--- src/rtl/divmod_seq.sv ---
// Sequential restoring divider: one quotient bit per clock, signed/unsigned,
// start/busy/done handshake and divide-by-zero reporting.
module divmod_seq #(
    parameter int WIDTH = 32,
    parameter int CNT_W = $clog2(WIDTH + 1)
) (
    input  logic             clk,
    input  logic             rst,
    input  logic             start,
    input  logic             signed_mode,
    input  logic [WIDTH-1:0] a,
    input  logic [WIDTH-1:0] b,
    output logic             busy,
    output logic             done,
    output logic [WIDTH-1:0] quotient,
    output logic [WIDTH-1:0] remainder,
    output logic             div_by_zero
);

    typedef enum logic [1:0] {
        IDLE = 2'd0,
        CALC = 2'd1,
        FIN  = 2'd2
    } state_t;

    state_t           r_state;
    logic [WIDTH-1:0] r_rem;
    logic [WIDTH-1:0] r_dvd;
    logic [WIDTH-1:0] r_dvs;
    logic [CNT_W-1:0] r_cnt;
    logic             r_neg_q;
    logic             r_neg_r;
    logic             r_dz_op;

    logic [WIDTH-1:0] w_a_mag;
    logic [WIDTH-1:0] w_b_mag;
    logic [WIDTH:0]   w_shift;
    logic [WIDTH:0]   w_trial;

    function automatic logic [WIDTH-1:0] negate(input logic [WIDTH-1:0] x);
        return ~x + WIDTH'(1);
    endfunction

    // Operand magnitudes and the trial subtraction for the current iteration
    always_comb begin
        w_a_mag = (signed_mode && a[WIDTH-1]) ? negate(a) : a;
        w_b_mag = (signed_mode && b[WIDTH-1]) ? negate(b) : b;
        w_shift = {r_rem, r_dvd[WIDTH-1]};
        // r_rem < r_dvs always, so the W+1-bit difference cannot overflow
        w_trial = w_shift - {1'b0, r_dvs};
    end

    // Control FSM, shift-subtract datapath and registered result outputs
    always_ff @(posedge clk) begin
        if (rst) begin
            r_state     <= IDLE;
            r_rem       <= {WIDTH{1'b0}};
            r_dvd       <= {WIDTH{1'b0}};
            r_dvs       <= {WIDTH{1'b0}};
            r_cnt       <= {CNT_W{1'b0}};
            r_neg_q     <= 1'b0;
            r_neg_r     <= 1'b0;
            r_dz_op     <= 1'b0;
            busy        <= 1'b0;
            done        <= 1'b0;
            quotient    <= {WIDTH{1'b0}};
            remainder   <= {WIDTH{1'b0}};
            div_by_zero <= 1'b0;
        end else begin
            done <= 1'b0;
            case (r_state)
                IDLE: begin
                    if (start) begin
                        r_dvs   <= w_b_mag;
                        r_rem   <= {WIDTH{1'b0}};
                        r_cnt   <= CNT_W'(WIDTH);
                        r_neg_q <= signed_mode & (a[WIDTH-1] ^ b[WIDTH-1]);
                        r_neg_r <= signed_mode & a[WIDTH-1];
                        busy    <= 1'b1;
                        if (b == {WIDTH{1'b0}}) begin
                            // raw dividend kept for the remainder output
                            r_dz_op <= 1'b1;
                            r_dvd   <= a;
                            r_state <= FIN;
                        end else begin
                            r_dz_op <= 1'b0;
                            r_dvd   <= w_a_mag;
                            r_state <= CALC;
                        end
                    end else begin
                        busy <= 1'b0;
                    end
                end
                CALC: begin
                    r_rem <= w_trial[WIDTH] ? w_shift[WIDTH-1:0] : w_trial[WIDTH-1:0];
                    r_dvd <= {r_dvd[WIDTH-2:0], ~w_trial[WIDTH]};
                    r_cnt <= r_cnt - CNT_W'(1);
                    if (r_cnt == CNT_W'(1)) begin
                        r_state <= FIN;
                    end else begin
                        r_state <= CALC;
                    end
                end
                FIN: begin
                    busy    <= 1'b0;
                    done    <= 1'b1;
                    r_state <= IDLE;
                    if (r_dz_op) begin
                        quotient    <= {WIDTH{1'b1}};
                        remainder   <= r_dvd;
                        div_by_zero <= 1'b1;
                    end else begin
                        quotient    <= r_neg_q ? negate(r_dvd) : r_dvd;
                        remainder   <= r_neg_r ? negate(r_rem) : r_rem;
                        div_by_zero <= 1'b0;
                    end
                end
                default: begin
                    busy    <= 1'b0;
                    r_state <= IDLE;
                end
            endcase
        end
    end

endmodule

--- config.mk ---
export PLATFORM = sky130hd
export DESIGN_NAME = divmod_seq
export DESIGN_NICKNAME = d
export VERILOG_FILES = /design/src/rtl/divmod_seq.sv
export SDC_FILE = /design/constraint.sdc
export NUM_CORES = 1
export LEC_CHECK = 0
export ABC_AREA = 0
export BUFFER_PORTS_ARGS = -buffer_cell sky130_fd_sc_hd__buf_2
export CAP_MARGIN = 20
export CORE_MARGIN = 3
export CORE_UTILIZATION = 54
export DETAILED_ROUTE_END_ITERATION = 6
export PLACE_DENSITY_LB_ADDON = 0.3
export SYNTH_ARGS = -nofsm -noshare
export SYNTH_HDL_FRONTEND = slang
export SYNTH_SLANG_ARGS = --single-unit
--- constraint.sdc ---
create_clock -name clk -period 3.4 [get_ports clk]
set_input_delay 0.68 -clock clk [delete_from_list [all_inputs] [get_ports clk]]
set_output_delay 0.68 -clock clk [all_outputs]
set_load 0.01 [all_outputs]
After elaboration in Yosys (flattened, before gate mapping)
Cells that the tools add are included.
{ "totals": {"output_inout_bits": 67, "register_bits": 174, "wordCells": 61, "inputBits": 68} }
{ "classes": {"addsub": 6, "n_bitwise": 8, "muxes": 23, "reduce_logical": 7, "eq_ne": 4} }
{ "op_table": {"columns": ["operator", "count"], "rows": [
  ["two-way mux 32 bit", 10],
  ["adder 32 x 1 -> 32 bit (second input constant)", 4],
  ["NOT 32 bit", 4],
  ["one-hot mux 32 bit (2 select lines)", 2],
  ["subtractor 33 x 32 -> 33 bit", 1],
  ["zero test 32 bit", 1],
  ["one-hot mux 6 bit (2 select lines)", 1],
  ["== test 6 x 1 -> 1 bit (second input constant)", 1],
  ["two-way mux 2 bit", 3],
  ["two-way mux 6 bit", 1],
  ["subtractor 6 x 1 -> 6 bit (second input constant)", 1],
  ["two-way mux 1 bit", 4],
  ["one-hot mux 2 bit (2 select lines)", 1],
  ["AND reduction 2 bit", 2],
  ["bitwise AND 1 bit", 2],
  ["== test 2 x 1 -> 1 bit (second input constant)", 1],
  ["== test 2 bit (second input constant)", 1],
  ["logical AND 1 bit", 2],
  ["zero test 2 bit", 1],
  ["inequality test 2 bit (second input constant)", 1],
  ["one-hot mux 1 bit (2 select lines)", 1],
  ["nonzero test 2 bit", 1],
  ["NOT 1 bit", 1],
  ["XOR 1 bit", 1]
]} }

Depth between registers and ports, before layout
Gate-level depths: netlist (run 1).
{ "depth": {"depth_word": 6, "depth_mapped": 15, "depth_no_buf": 13} }

Worst setup path after synthesis (run 1)
No wires, ideal clock.
{ "synth_timing": {"kind": "flip-flop to flip-flop", "startpoint": "reg r_dvd[31]", "endpoint": "reg r_rem[16]", "setup_time_ns": 0.129, "t_arrival_ns": 3.448, "path_buffers": 2, "path_stages_with_launch": 16, "period_less_slack_ns": 3.577, "t_required_ns": 3.271, "slack_ns": -0.177, "cell_sequence": "dfxtp_1 > inv_1 > ha_1 > fa_1 > nand2b_1 > a21oi_1 > o21ai_0 > o21a_1 > or2_2 > a31o_2 > and3_1 > clkbuf_1 > nor2_1 > buf_2 > mux2i_1 > o21ai_0"} }
{ "synth_between": {"elab_chain_len": 3} }
{ "synth_rtl": {"columns": ["item", "line", "source"], "rows": [
  ["start: declaration", "28", "logic [WIDTH-1:0] r_dvd;"],
  ["start signal: assignment", "58", "r_dvd <= {WIDTH{1'b0}};"],
  ["start signal: assignment", "87", "r_dvd <= w_a_mag;"],
  ["start signal: assignment", "96", "r_dvd <= {r_dvd[WIDTH-2:0], ~w_trial[WIDTH]};"],
  ["subtractor 33 x 32 -> 33 bit", "50", "w_trial = w_shift - {1'b0, r_dvs};"],
  ["two-way mux 32 bit", "95", "r_rem <= w_trial[WIDTH] ? w_shift[WIDTH-1:0] : w_trial[WIDTH-1:0];"],
  ["one-hot mux 32 bit (2 select lines)", "71", "case (r_state)"],
  ["end signal: assignment", "57", "r_rem <= {WIDTH{1'b0}};"],
  ["end signal: assignment", "75", "r_rem <= {WIDTH{1'b0}};"],
  ["end signal: assignment", "95", null],
  ["end: declaration", "27", "logic [WIDTH-1:0] r_rem;"]
]} }
Every way passes these cells.
A chain may end at the register's enable or synchronous reset.

Worst setup path in the final report (run 1)
{ "layout_timing": {"startpoint": "reg r_dvd[4]", "endpoint": "reg quotient[28]"} }
{ "layout_between": {"elab_chain_len": 4} }
{ "layout_rtl": {"columns": ["item", "line", "source"], "rows": [
  ["NOT 32 bit", "41", "return ~x + WIDTH'(1);"],
  ["adder 32 x 1 -> 32 bit", "41", null],
  ["two-way mux 32 bit", "113", "quotient <= r_neg_q ? negate(r_dvd) : r_dvd;"],
  ["two-way mux 32 bit", "108", "if (r_dz_op) begin"],
  ["end signal: assignment", "66", "quotient <= {WIDTH{1'b0}};"],
  ["end signal: assignment", "109", "quotient <= {WIDTH{1'b1}};"],
  ["end signal: assignment", "113", null],
  ["end: declaration", "15", "output logic [WIDTH-1:0] quotient,"]
]} }
Every way passes these cells.

==> summary.md, run 1 <==
| Metric | Value |
|---|---|
| Die X | `between 100 and 150 µm` |
| CP Data Required Time | `approximately 3.8 ns` |
| Drt drc | `0` |
| Final setup violation count | `1` |
| Clock Power Share | `38.3%` |
| Final WS setup | `-0.0539 ns` |
| Wire per inst | `17.6 µm` |
| Cts hold-fix bufs | `0` |
| Crit share post-route | `102%` |
| Final WL | `between 30000 and 40000 µm` |
| Max Cap Viol | `0` |
| Sequential share of the synthesized area | `a little under a third` |
| Mapped Nets | `roughly 1500` |
| Die height | `roughly 150 µm` |
| Via count | `11000` |
| Most frequent cells in the layout | `183 x nand2_1, 172 x dfxtp_1, 145 x nor2_1, 133 x buf_2, 102 x o21ai_0` |
| Static Leakage | `between 5 and 6 nW` |
| Crit path kind | `reg -> reg` |
| Initial Utilization | `between 50% and 60%` |
| Fin crit period | `3.45 ns` |
| Drt pass-1 iters | `7` |
| Detailed Place HPWL | `between 20000 and 25000 µm` |
| CP Max Fanout | `3` |
| Congestion Overflow GR | `0` |
| Worst-skew pair later-pin latency | `about 0.45 ns` |
| Min-Delay Path Class | `reg -> reg` |
| Status | `finished with violations` |
| Num CTS Buffers | `17` |
| EDFF count, synth | `0` |
| CTS tree | `built` |
| Fin. max-slew vios | `0` |
| Most common cell after layout, fill and taps aside | `nand2_1` |
| Fmax | `290 MHz` |
| Nets@finish | `around 1700` |
| RSZ-0062 raised after global routing | `true` |
| Final ANT Viol Nets | `0` |
| Worst Path Arrival | `between 3 and 4 ns` |
| Num rows | `approximately 50` |
| Layout cells sized above 1 | `roughly a fifth` |
| Multi-input gate area | `between 0.006 and 0.007 mm²` |
| All-Layer GR Usage | `between 20% and 30%` |
| Cell variety after synth | `between 60 and 70` |
| Syn Area/Cell | `7.73 µm²` |
| Initial antenna violation count | `0` |
| Fin Setup TNS | `-0.0539 ns` |
| Seq. cell area | `~0.0035 mm²` |
| # fillers | `1667` |
| Die area | `0.0219 mm²` |
| Root Driver | `clkbuf_16` |
| Vias per cell | `6.00` |
| First DRT Iteration DRCs | `~1100` |
| Post-Route Skew | `between 0.01 and 0.015 ns` |
| Rel. slew slack | `between 10% and 20%` |
| CORE AREA | `slightly below 0.02 mm²` |
| H-tree depth | `4` |
| Final Non-Filler Cells | `~1800` |
| Syn-to-layout area delta | `19.5%` |
| N_diodes | `0` |
| Failing checks | `setup timing` |
| Final hold violations | `0` |
| Switching share of power | `just under 30%` |
| # clock sinks | `~170` |
| Startpoint Class | `flip-flop` |
| Largest net degree at the start of global routing | `around 90` |
| Synthesized area | `0.0109 mm²` |
| PortBufs | `around 130` |
| Final Total Pwr | `about 5.4 mW` |
| Placer Congestion | `between 0.9 and 1` |
| P_sw | `roughly 1.6 mW` |
| Seq pwr share | `41.5%` |
| Worst Setup End Kind | `flip-flop` |
| Syn. warnings | `0` |
| Vias in the first global route | `around 10000` |
| First-pass GRT wire length | `just over 50000 µm` |
| Slew @ Worst Pin | `~1.3 ns` |
| Pwr dens | `around 420 mW/mm²` |
| Worst-path clk slew | `roughly 0.07 ns` |
| I/O Pins | `135` |
| Combinational fraction of design power | `about a fifth` |
| Pint | `between 3 and 4 mW` |
| Ys flop type | `dfxtp_1` |
| FFs w/ async S/R, synth | `0%` |
| CTS Buffer Depth | `2` |
| Mapped Cells | `1409` |
| Placed Instances | `about 1800` |
| Synthesized flop and latch total | `between 150 and 200` |
| Peak supply drop | `about 370 µV` |
[synthesized netlist by cell type, drive strengths merged, types with 4 or more instances]
cell type  count  share of area [%]
a2111oi        8               0.64
a211oi        36                2.5
a21o          13               0.90
a21oi         91                4.2
a222oi        21                1.9
a22o           4               0.32
a311oi         4               0.32
a31oi          9               0.52
and3           4               0.23
buf           13               0.56
clkbuf        82                2.8
dfxtp        174                 32
ha            38                4.4
inv           50                1.7
mux2i         26                2.4
nand2        184                6.3
nand2b        15               0.86
nand3         13               0.64
nand3b         4               0.28
nand4          6               0.34
nor2         147                5.1
nor2b          8               0.46
nor3          31                1.5
nor3b          4               0.28
nor4           9               0.71
o211ai         6               0.41
o21a           7               0.48
o21ai        111                5.1
o22ai         24                1.4
o31ai         32                2.3
o41ai         16                1.4
or2            7               0.40
or3           15               0.86
or4           20                1.6
xnor2         75                6.0
xor2          71                5.7
[power by group through the flow]
stage / Combinational, mW / Clock [mW] / Sequential, mW
floorplan: 0.733 / 0 / 2.23
global placement: 1.01 / 0 / 2.28
detailed placement: 1.02 / 0 / 2.28
CTS: 1.04 / 2.09 / 2.24
global route: 1.20 / 2.17 / 2.25
finish: 1.10 / 2.08 / 2.25
[registers in the layout (all words and copies together), names as in the netlist]
name         flops
r_rem           32
r_dz_op          1
remainder       32
r_dvd           32
done             1
busy             1
div_by_zero      1
r_state          2
r_neg_r          1
quotient        32
r_dvs           32
r_neg_q          1
r_cnt            6
[layout make-up]
cell class | count | area share [%]
Clock inverter | 10 | 1.18
Sequential cell | 174 | 26.8
Tap cell | 265 | 2.55
Clock buffer | 21 | 3.54
Multi-Input combinational cell | 1091 | 53.7
Inverter | 50 | 1.44
Timing Repair Buffer | 218 | 10.9
[metal layers]
metal  GRT usage [%]  wire length [µm]  share of wire (%)  vias to the layer above
met5               0                 0                  0                        -
met4            9.38               725                2.2                        0
met3            5.94              3120                9.7                       60
met2            43.6             14500                 45                      494
met1            39.6             14000                 43                     5099
li1                -                 -                  -                     5320
[logic make-up (layout without fill, tap and decap cells)]
kind of cell	count (synthesis)	in the layout	synth area share, %
and+or+nand+nor	476	477	20.3
AOI/OAI and AO/OA	403	403	24.0
xor gates and xnor gates	146	146	11.7
adders and majority gates	39	39	4.55
buffers and inverters	145	299	5.12
muxes	26	26	2.39
DFF	174	174	32.0
[through the flow]
stage	utilization, %	hold WS [ns]	area (µm²)	setup WS (ns)
floorplan	-	0.432	10900	0.00576
global placement	62.0	0.441	12200	-0.154
detailed placement	62.0	0.444	12200	-0.266
CTS	65.2	0.453	12800	0.0134
global route	66.3	0.470	13000	-0.206
finish	66.3	0.451	13000	-0.0539
[critical path: stages, from the launching register on]
cell,delay [ns]
dfxtp_1,0.32
or4_4,0.55
nor4_4,0.21
buf_4,0.18
nand3_2,0.09
or4_4,0.47
or4_4,0.50
or4_4,0.46
o31ai_2,0.23
xnor2_1,0.17
nor3_2,0.06
nor3_1,0.14
[worst paths after layout]
check,start,slack [ns],cells after the start,endpoint
max,r_dvd[4],-0.05,11,quotient[28]
min,remainder[18],0.45,2,remainder[18]
min reg2reg,remainder[18],0.45,2,remainder[18]
max reg2reg,r_dvd[4],-0.05,11,quotient[28]
[timing repair]
action / CTS / global route
gates cloned: 0 / 3
pin swaps: 3 / 10
gates resized for setup: 1 / 21
setup endpoints to repair: 6 / 41
setup buffers: 2 / 6
hold endpoints to repair: 0 / 0
Power figures use the tool's default switching activity.
==> run 2: changes to the inputs <==
Settings changed: CORE_UTILIZATION 54 to 64.
Clock period 3.4 ns to 4.2 ns, I/O delays scaled along.
==> run 2 against run 1 <==
Against the previous run: first-iteration DRC count grew 27%; routed wire length shrank 5.2%; the flow finishes with violations (DRC); via count down 2.2%; power decreased by 21%; largest cell class unchanged; worst setup slack better by 0.40 ns; worst hold slack improved by 0.00084 ns; critical path depth down 1.
==> summary.md, run 2 (synthesized netlist as in run 1, its figures left out) <==
| Metric | Value |
|---|---|
| Highest cell delay on the worst timing path | `0.56 ns (about the same)` |
| Drt drc | `5 (+5)` |
| Initial Utilization | `65.5% (+10 points)` |
| Peak supply drop | `308 µV (-16%)` |
| Cts hold-fix bufs | `0 (unchanged)` |
| Most common cell after layout, fill and taps aside | `nand2_1` |
| Via count | `10700 (-2.2%)` |
| Final hold violations | `0 (unchanged)` |
| Pwr dens | `349 mW/mm² (-16%)` |
| N_diodes | `0 (unchanged)` |
| # clock sinks | `174 (unchanged)` |
| Most frequent cells in the layout | `184 x nand2_1, 173 x dfxtp_1, 145 x nor2_1, 133 x buf_2, 105 x o21ai_0` |
| Placer Congestion | `0.922 (-1.8%)` |
| Worst Path Arrival | `4.17 ns (+0.34 ns)` |
| CORE AREA | `0.0166 mm² (-15%)` |
| Post-CTS Setup Inserts | `0 (-2)` |
| Min-Delay Path Class | `reg -> reg` |
| H-tree depth | `4 (unchanged)` |
| R2R cell count | `13 (+2)` |
| Top cell by count, worst path | `or3_1` |
| R2r startpoint | `r_dvd[31]` |
| First-pass GRT wire length | `48600 µm (-4.2%)` |
| CP Max Fanout | `21 (+18)` |
| RSZ-0062 raised after global routing | `false` |
| Post-Route Skew | `0.0101 ns (-0.00393 ns)` |
| Fin Setup TNS | `0 ns (+0.0539 ns)` |
| Drt pass-1 iters | `7 (unchanged)` |
| PortBufs | `134 (unchanged)` |
| Slowest library cell on the worst path | `or4_1` |
| I/O Pins | `135 (unchanged)` |
| All-Layer GR Usage | `32.4% (+4.2 points)` |
| Startpoint Class | `input pin` |
| Die X | `136 µm (-7.8%)` |
| Slew @ Worst Pin | `1.02 ns (-0.258 ns)` |
| Static Leakage | `4.87 nW (-7.2%)` |
| Worst hold path cell count | `2 (unchanged)` |
| CP Data Required Time | `4.51 ns (+0.74 ns)` |
| Worst Setup End Kind | `flip-flop` |
| Post-CTS sizing | `0 (-1)` |
| Crit path kind | `in -> reg` |
| Root Driver | `clkbuf_16` |
| Die height | `136 µm (-7.8%)` |
| Num CTS Buffers | `17 (unchanged)` |
| Fin. max-slew vios | `0 (unchanged)` |
| CP startpoint | `b[13]` |
| Vias per cell | `6.25 (+4.2%)` |
| Final WL | `30600 µm (-5.2%)` |
| Worst-skew pair later-pin latency | `0.44 ns (about the same)` |
| Die area | `0.0186 mm² (-15%)` |
| DP Worst Slack | `0.0132 ns (+0.279 ns)` |
| Final core utilization | `73.7% (+7.5 points)` |
| Initial antenna violation count | `0 (unchanged)` |
| Wire per inst | `17.8 µm (+1.0%)` |
| Max Cap Viol | `0 (unchanged)` |
| Layout cells sized above 1 | `14.2% (-4.6 points)` |
| Rel. slew slack | `32.2% (+17 points)` |
| Final setup violation count | `0 (-1)` |
| Critical R2R Capture | `r_rem[29]` |
| Final Non-Filler Cells | `1717 (-6.1%)` |
| CTS tree | `built` |
| Final ANT Viol Nets | `0 (unchanged)` |
| Syn-to-layout area delta | `12.6%` |
| Congestion Overflow GR | `0 (unchanged)` |
| Vias in the first global route | `9536 (-4.2%)` |
| # fillers | `1276 (-23%)` |
| R2R Setup Slk | `0.43 ns (+0.48 ns)` |
| Worst path buffer plus inverter count | `1 (unchanged)` |
| Fmax | `between 200 and 300 MHz` |
| Status | `finished with violations` |
| Cell chain of the critical path | `buf_2 > or4_1 > or3_1 > or3_1 > nor4_2 > nand2_1 > and3_1 > o21ai_0 > xor2_1 > a2111oi_0` |
| Worst-path clk slew | `0.07 ns (about the same)` |
| Final WS setup | `0.347 ns (+0.401 ns)` |
| CTS Buffer Depth | `2 (unchanged)` |
| First DRT Iteration DRCs | `1371 (+27%)` |
| Top Family by Delay on Critical Path | `simple AND/OR/NAND/NOR gates` |
| Largest net degree at the start of global routing | `96 (+5.5%)` |
| Capture point of the worst path | `r_dvd[27]` |
| Placed Instances | `1684 (-5.8%)` |
| Fin crit period | `roughly 3.9 ns` |
| Num rows | `47 (-7.8%)` |
| Stages on the worst setup path | `10 (-1)` |
| Crit share post-route | `roughly nine tenths` |
| Detailed Place HPWL | `21600 µm (-6.3%)` |
| Failing checks | `DRC` |
| Final Total Pwr | `4.28 mW (-21%)` |
| Nets@finish | `1591 (-4.1%)` |
run 2: cell types whose count changed in the layout (fill, tap and decap cells not counted), sizes merged:
cell    before  now
buf        216  151
clkbuf      23   21
inv         54   55
or2          8    7
run 2: stage by stage:
stage                     hold WS, ns  cell area, µm²
final                           0.452           12300
after floorplan                 0.432           10900
after global routing            0.467           12300
after global placement          0.440           11600
after CTS                       0.455           12200
after detailed placement        0.446           11600
run 2: per-layer routing:
metal | track usage (%) | up-vias | wire (µm)
met1 | 46.6 | 4942 | 13000
met5 | 0 | - | 0
li1 | - | 5176 | -
met4 | 10.4 | 0 | 790
met2 | 49.7 | 554 | 13500
met3 | 5.29 | 58 | 3310
run 2: final cells by class:
type,count,area (µm²),share of cell area (%)
Timing Repair Buffer,151,833,6.79
Clock inverter,11,154,1.25
Sequential cell,174,3480,28.4
Clock buffer,21,460,3.75
Inverter,50,188,1.53
Tap cell,220,275,2.24
Multi-Input combinational cell,1090,6880,56.0
run 2: worst min-delay path by stage:
stage	from	to	slack, ns
6_report	remainder[13]	remainder[13]	0.45
5_1_grt	remainder[25]	remainder[25]	0.47
4_1_cts	remainder[30]	remainder[30]	0.45
3_5_place_dp	remainder[13]	remainder[13]	0.45
3_3_place_gp	remainder[25]	remainder[25]	0.44
2_1_floorplan	r_dvs[31]	r_dvs[31]	0.43
run 2: where the power goes:
part | internal, mW | switching [mW]
clock network | 0.977 | 0.693
logic | 0.321 | 0.445
registers | 1.72 | 0.121
total | 3.02 | 1.26
run 2: worst min-delay path, stage by stage (launching register included):
cell and delay [ns]:
dfxtp_1 0.31, nand2_1 0.05, a21oi_1 0.05
